<file path="src/rtl/bios_bus_pkg.sv">
// Shared types for the BIOS/boot RAM request bus.
// One request bundle per requester; owner ids name the issuer recorded for a read.
package bios_bus_pkg;

  localparam int BIOS_TW = 21;

  localparam logic OWNER_A = 1'b0;
  localparam logic OWNER_B = 1'b1;

  typedef struct packed {
    logic               act;
    logic               cmd;
    logic [31:0]        addr;
    logic [7:0]         be;
    logic [63:0]        dti;
    logic [BIOS_TW-1:0] tag;
  } bios_req_t;

  // Eligible to be offered to memory: writes always, reads only while the owner FIFO has room.
  function automatic logic req_eligible(bios_req_t r, logic fifo_full);
    return r.act & (~r.cmd | ~fifo_full);
  endfunction

endpackage

</file>
<file path="src/rtl/bios_order_fifo.sv">
// In-order owner FIFO: one bit per outstanding read naming the requester that issued it.
// Callers never push while full nor pop while empty.
module bios_order_fifo #(
  parameter int DEPTH = 4
) (
  input  logic CLKH,
  input  logic RESET,
  input  logic push,
  input  logic pop,
  input  logic din,
  output logic full,
  output logic empty,
  output logic head
);

  localparam int AW = $clog2(DEPTH);
  localparam logic [AW:0] FULL_CNT = DEPTH[AW:0];

  logic [DEPTH-1:0] mem;
  logic [AW-1:0]    wr_ptr;
  logic [AW-1:0]    rd_ptr;
  logic [AW:0]      count;

  // Pointers are exactly AW bits wide so they wrap modulo DEPTH on their own.
  always_ff @(posedge CLKH or negedge RESET) begin
    if (!RESET) begin
      mem    <= '0;
      wr_ptr <= '0;
      rd_ptr <= '0;
      count  <= '0;
    end else begin
      if (push) begin
        mem[wr_ptr] <= din;
        wr_ptr      <= wr_ptr + 1'b1;
      end
      if (pop) begin
        rd_ptr <= rd_ptr + 1'b1;
      end
      case ({push, pop})
        2'b10:   count <= count + 1'b1;
        2'b01:   count <= count - 1'b1;
        default: count <= count;
      endcase
    end
  end

  assign full  = (count == FULL_CNT);
  assign empty = (count == '0);
  assign head  = mem[rd_ptr];

endmodule

</file>
<file path="src/rtl/bios_ram_arbiter.sv">
// Round-robin arbiter sharing the BIOS RAM port between requester A (CPU) and B (boot loader/DMA).
// Requests pass through combinationally; read responses return one cycle later to their issuer.
module bios_ram_arbiter
  import bios_bus_pkg::*;
#(
  parameter int DEPTH = 4,
  parameter int TW    = BIOS_TW
) (
  input  logic          CLKH,
  input  logic          RESET,
  input  logic          A_ACT,
  input  logic          A_CMD,
  input  logic [31:0]   A_ADDR,
  input  logic [7:0]    A_BE,
  input  logic [63:0]   A_DTI,
  input  logic [TW-1:0] A_TAGI,
  input  logic          B_ACT,
  input  logic          B_CMD,
  input  logic [31:0]   B_ADDR,
  input  logic [7:0]    B_BE,
  input  logic [63:0]   B_DTI,
  input  logic [TW-1:0] B_TAGI,
  output logic          A_NEXT,
  output logic          A_DRDY,
  output logic [63:0]   A_DTO,
  output logic [TW-1:0] A_TAGO,
  output logic          B_NEXT,
  output logic          B_DRDY,
  output logic [63:0]   B_DTO,
  output logic [TW-1:0] B_TAGO,
  output logic          M_ACT,
  output logic          M_CMD,
  output logic [31:0]   M_ADDR,
  output logic [7:0]    M_BE,
  output logic [63:0]   M_DTI,
  output logic [TW-1:0] M_TAGI,
  input  logic          M_NEXT,
  input  logic          M_DRDY,
  input  logic [63:0]   M_DTO,
  input  logic [TW-1:0] M_TAGO,
  output logic          ERR
);

  bios_req_t req_a, req_b, req_m;
  logic      fifo_full, fifo_empty, fifo_head;
  logic      elig_a, elig_b, grant_b, any_grant, xfer;
  logic      push, pop, last;

  assign req_a = '{act: A_ACT, cmd: A_CMD, addr: A_ADDR, be: A_BE, dti: A_DTI, tag: A_TAGI};
  assign req_b = '{act: B_ACT, cmd: B_CMD, addr: B_ADDR, be: B_BE, dti: B_DTI, tag: B_TAGI};

  // Full flag is the registered one, so a same-cycle pop never unblocks a read.
  assign elig_a    = req_eligible(req_a, fifo_full);
  assign elig_b    = req_eligible(req_b, fifo_full);
  assign grant_b   = elig_b & (~elig_a | (last == OWNER_A));
  assign any_grant = elig_a | elig_b;

  always_comb begin
    req_m = '0;
    if (grant_b) begin
      req_m = req_b;
    end else if (elig_a) begin
      req_m = req_a;
    end
  end

  assign M_ACT  = any_grant;
  assign M_CMD  = req_m.cmd;
  assign M_ADDR = req_m.addr;
  assign M_BE   = req_m.be;
  assign M_DTI  = req_m.dti;
  assign M_TAGI = req_m.tag;

  assign A_NEXT = elig_a & ~grant_b & M_NEXT;
  assign B_NEXT = grant_b & M_NEXT;

  assign xfer = any_grant & M_NEXT;
  assign push = xfer & req_m.cmd;
  assign pop  = M_DRDY & ~fifo_empty;

  bios_order_fifo #(.DEPTH(DEPTH)) u_order_fifo (
    .CLKH  (CLKH),
    .RESET (RESET),
    .push  (push),
    .pop   (pop),
    .din   (grant_b),
    .full  (fifo_full),
    .empty (fifo_empty),
    .head  (fifo_head)
  );

  always_ff @(posedge CLKH or negedge RESET) begin
    if (!RESET) begin
      last <= OWNER_B;
    end else if (xfer) begin
      last <= grant_b;
    end
  end

  // Non-owner data/tag hold their last value; only DRDY pulses.
  always_ff @(posedge CLKH or negedge RESET) begin
    if (!RESET) begin
      A_DRDY <= 1'b0;
      A_DTO  <= '0;
      A_TAGO <= '0;
      B_DRDY <= 1'b0;
      B_DTO  <= '0;
      B_TAGO <= '0;
      ERR    <= 1'b0;
    end else begin
      A_DRDY <= pop & (fifo_head == OWNER_A);
      B_DRDY <= pop & (fifo_head == OWNER_B);
      if (pop && fifo_head == OWNER_A) begin
        A_DTO  <= M_DTO;
        A_TAGO <= M_TAGO;
      end
      if (pop && fifo_head == OWNER_B) begin
        B_DTO  <= M_DTO;
        B_TAGO <= M_TAGO;
      end
      if (M_DRDY && fifo_empty) begin
        ERR <= 1'b1;
      end
    end
  end

endmodule
</file>
<file path="config.mk">
export PLATFORM = sky130hd
export DESIGN_NAME = bios_ram_arbiter
export DESIGN_NICKNAME = d
export VERILOG_FILES = /design/src/rtl/bios_bus_pkg.sv /design/src/rtl/bios_order_fifo.sv /design/src/rtl/bios_ram_arbiter.sv
export SDC_FILE = /design/constraint.sdc
export NUM_CORES = 1
export LEC_CHECK = 0
export CORE_AREA = 2 2 249 251
export CTS_CLUSTER_DIAMETER = 120
export CTS_CLUSTER_SIZE = 40
export DETAILED_ROUTE_END_ITERATION = 10
export DIE_AREA = 0 0 251 253
export MAX_ROUTING_LAYER = met4
export SLEW_MARGIN = 5
export SYNTH_ARGS = -nofsm -noshare
export SYNTH_HDL_FRONTEND = slang
export SYNTH_SLANG_ARGS = --single-unit
</file>
<file path="constraint.sdc">
create_clock -name CLKH -period 6.5 [get_ports CLKH]
set_clock_uncertainty 0.1 [all_clocks]
set_input_delay 0.975 -clock CLKH [delete_from_list [all_inputs] [get_ports CLKH]]
set_output_delay 0.975 -clock CLKH [all_outputs]
set_load 0.01 [all_outputs]
</file>
==> results.yml <==
pwr:
  power.leakage_nw: 6.49
  ir_drop_v: 0.000292
  powerDensity_nw_per_um2: 395
  finalPower_mw: 6.51
route:
  route.detailed.drc: 0
  met3_length_um: 3750
  drt_iter0_markers: 397
  routed_wl_um: 52700
  detailroute.via_count: 7925
  vias_per_cell: 3.89
  drt_pass1_iterations: 4
  wl_per_cell_um: 25.9
  ant_nets: 0
  met2WireLength_um: 25100
  top_layer: "met4"
  drt-met1-wl_um: 22500
clock_tree:
  cts_max_level: 4
  clkSlewWorstSetupHoldPaths_ns: 0.08
  clk_path_buf_depth: 2
  root_buffer: "clkbuf_16"
  insertion_delay_ns: 0.48
  cts_resized: 0
  postCtsSetupBuffers: 0
  numClockSinks: 185
  cts_tree: "yes"
  cts_buffers: 17
  holdBufCountCts: 0
placement:
  dp_hpwl_um: 44400
  dp.cells: 1993
  gp_congestion: 0.975
  preCtsSetupSlack_ns: 1.52
  io_buffers: 644
synth:
  syn-cell-area_um2: 8690
  synth_area_per_cell_um2: 14.6
  synth.distinct_cells: 38
  synthCells: 597
  yosysWarnings: 0
  ys_ff_latch: 185
  synth_nets: 946
  ys_seq_area_share_pct: 53.3
die:
  fp.dieW_um: 251
  die_y_um: 253
  num_rows: 91
  die_area_um2: 63500
  core_area_um2: 61000
  initial_core_util_pct: 14.2
  ioPinCount: 645
timing:
  setup_viol: 0
  clock.fmax_mhz: 199
  hold_violations: 0
  min_period_over_period_pct: 77.5
  slew_violations: 0
  rsz0062_at_grt: "false"
  worst_pin_slew_ns: 0.965
  timing.final.crit_period_ns: 5.04
  slew_headroom_pct: 35.5
  setup_ws_ns: 1.46
  fin_setup_tns_ns: 0
critical_path:
  worstPathArrival_ns: 3.96
  r2r_start: "u_order_fifo.count[0]"
  worstSetupPathType: "input port to output pin"
  startpoint_type: "input port"
  reg2reg_depth: 6
  cp.buffers_inverters: 3
  critPathRequiredTime_ns: 5.42
  critPathCaptureType: "output pin"
  critical_path.max_stage_delay_ns: 0.68
  ff2ff_setup_slack_ns: 3.43
  critPathMostFrequentCell: "clkdlybuf4s50_1"
  cp_cell_sequence: "clkdlybuf4s50_1 > nand2_1 > o21ai_4 > o21a_4 > buf_12 > a22o_1 > clkdlybuf4s50_1"
  worstPathMaxFanout: 64
  r2r_end: "B_TAGO[10]"
  cp_top_family: "buffers and inverters"
  cp_slowest_cell: "o21a_4"
grt:
  grt_use_total_pct: 16.8
  grt_first_pass_wirelength_um: 71100
  grt_max_degree: 94
  grt_pass1_vias: 8652
  grt_overflow: 0
  antenna_found_initial: 10
final_layout:
  layout.cells.non_filler: 2035
  fin_nets: 1571
  syn_to_final_growth_pct: 89.7
  layout-drive-gt1-share_pct: 18.1
  n_fill_cell: 6343
hold_path:
  min_path_cells: 1
  min_from: "ERR"
  hold-path-endpoint: "ERR"
  hold_class: "flip-flop to flip-flop"
status:
  status: "finished, final reports clean"
run:
  cap_violations: 0
-- cell type report --
cell class	instances	area (um^2)	area share, %
Clock inverter	14	171	1.04
Timing Repair Buffer	652	6550	39.7
Antenna cell	10	25.0	0.152
Sequential cell	185	4630	28.1
Clock buffer	18	439	2.66
Multi-Input combinational cell	353	3640	22.1
Tap cell	790	988	6.00
Inverter	13	48.8	0.296
-- per-layer routing --
| layer | vias up | GRT usage (%) |
|---|---|---|
| met5 | - | - |
| met4 | 0 | 6.45 |
| met3 | 43 | 5.32 |
| met2 | 338 | 26.5 |
| met1 | 4031 | 19.9 |
| li1 | 3513 | - |
-- cells in the mapped netlist --
master | number | area share, %
and2_1 | 1 | 0.072
o31ai_1 | 1 | 0.086
mux2_1 | 1 | 0.13
or2_4 | 1 | 0.10
dfstp_2 | 1 | 0.30
fa_1 | 1 | 0.23
dfrtp_1 | 184 | 53
xnor2_1 | 4 | 0.40
o21a_1 | 1 | 0.086
nand2_1 | 6 | 0.26
xor2_1 | 2 | 0.20
inv_1 | 12 | 0.52
a22o_1 | 125 | 13
buf_2 | 21 | 1.2
a2111o_1 | 1 | 0.13
a21boi_2 | 1 | 0.13
buf_12 | 4 | 0.92
mux2i_1 | 1 | 0.12
a21o_1 | 2 | 0.17
o21ai_2 | 1 | 0.10
mux4_2 | 1 | 0.26
a21oi_4 | 1 | 0.19
o21ai_0 | 11 | 0.63
mux2_4 | 39 | 6.7
inv_2 | 1 | 0.043
nor3b_4 | 1 | 0.22
a31oi_1 | 4 | 0.29
nand2_4 | 1 | 0.13
a21oi_1 | 2 | 0.12
mux2_2 | 132 | 17
nor3_1 | 1 | 0.058
ha_1 | 5 | 0.72
buf_4 | 8 | 0.69
nor2_4 | 1 | 0.13
buf_6 | 12 | 1.6
nor2_1 | 4 | 0.17
o21ai_4 | 1 | 0.19
clkbuf_1 | 1 | 0.043
-- per-stage QoR --
stage          instance area [um^2]  hold WS, ns  utilization (%)
4_1_cts                       16500        0.377             27.0
5_1_grt                       16500        0.400             27.0
3_3_place_gp                  15800        0.357             26.0
3_5_place_dp                  15800        0.351             26.0
6_report                      16500        0.379             27.0
2_1_floorplan                  8690        0.353                -
-- flip-flops by register name, indices dropped and copies added, names as in the netlist --
signal	flops
A_DTO	64
B_DTO	64
A_TAGO	21
B_TAGO	21
u_order_fifo.mem	4
u_order_fifo.count	3
u_order_fifo.rd_ptr	2
u_order_fifo.wr_ptr	2
A_DRDY	1
B_DRDY	1
ERR	1
last	1
-- worst reg2reg max path, cell delays in order (launching register included) --
cell     delay [ns]
dfrtp_1        0.48
or2_4          0.30
o21ai_2        0.28
inv_2          0.12
nand2_4        0.60
buf_4          0.65
mux2_2         0.42
-- cell families after synthesis --
kind of cell / synth area share [%]
AO/OA/AOI/OAI: 14.7
XOR/XNOR: 0.605
adder cells (fa/ha/maj): 0.950
buffers and inverters: 4.98
flip-flops: 53.3
multiplexers: 24.3
AND/OR/NAND/NOR: 1.14
-- how the worst max path moves through the flow --
stage / start / endpoint / cells past startpoint
2_1_floorplan: B_CMD / M_ADDR[0] / 7
3_3_place_gp: B_CMD / M_DTI[34] / 7
3_5_place_dp: B_CMD / M_DTI[36] / 7
4_1_cts: B_CMD / M_DTI[36] / 7
5_1_grt: B_CMD / M_DTI[36] / 7
6_report: B_CMD / M_DTI[36] / 7
-- placed cells by master, fill, tap and decap left out, types with 4 or more instances in the layout --
master / instances
a22o_1: 125
a31oi_1: 4
buf_4: 5
clkbuf_16: 17
clkdlybuf4s50_1: 643
dfrtp_1: 184
diode_2: 10
ha_1: 5
inv_1: 12
inv_6: 7
mux2_2: 132
mux2_4: 39
nand2_1: 6
nor2_1: 4
o21ai_0: 11
xnor2_1: 4
-- power by group --
| group | leakage (nW) | switching (mW) | internal (mW) |
|---|---|---|---|
| Combinational | 4.04 | 1.38 | 2.02 |
| Clock | 0.299 | 0.511 | 0.593 |
| Sequential | 2.15 | 0.318 | 1.69 |
| Total | 6.49 | 2.21 | 4.31 |
Power figures use the tool's default switching activity.
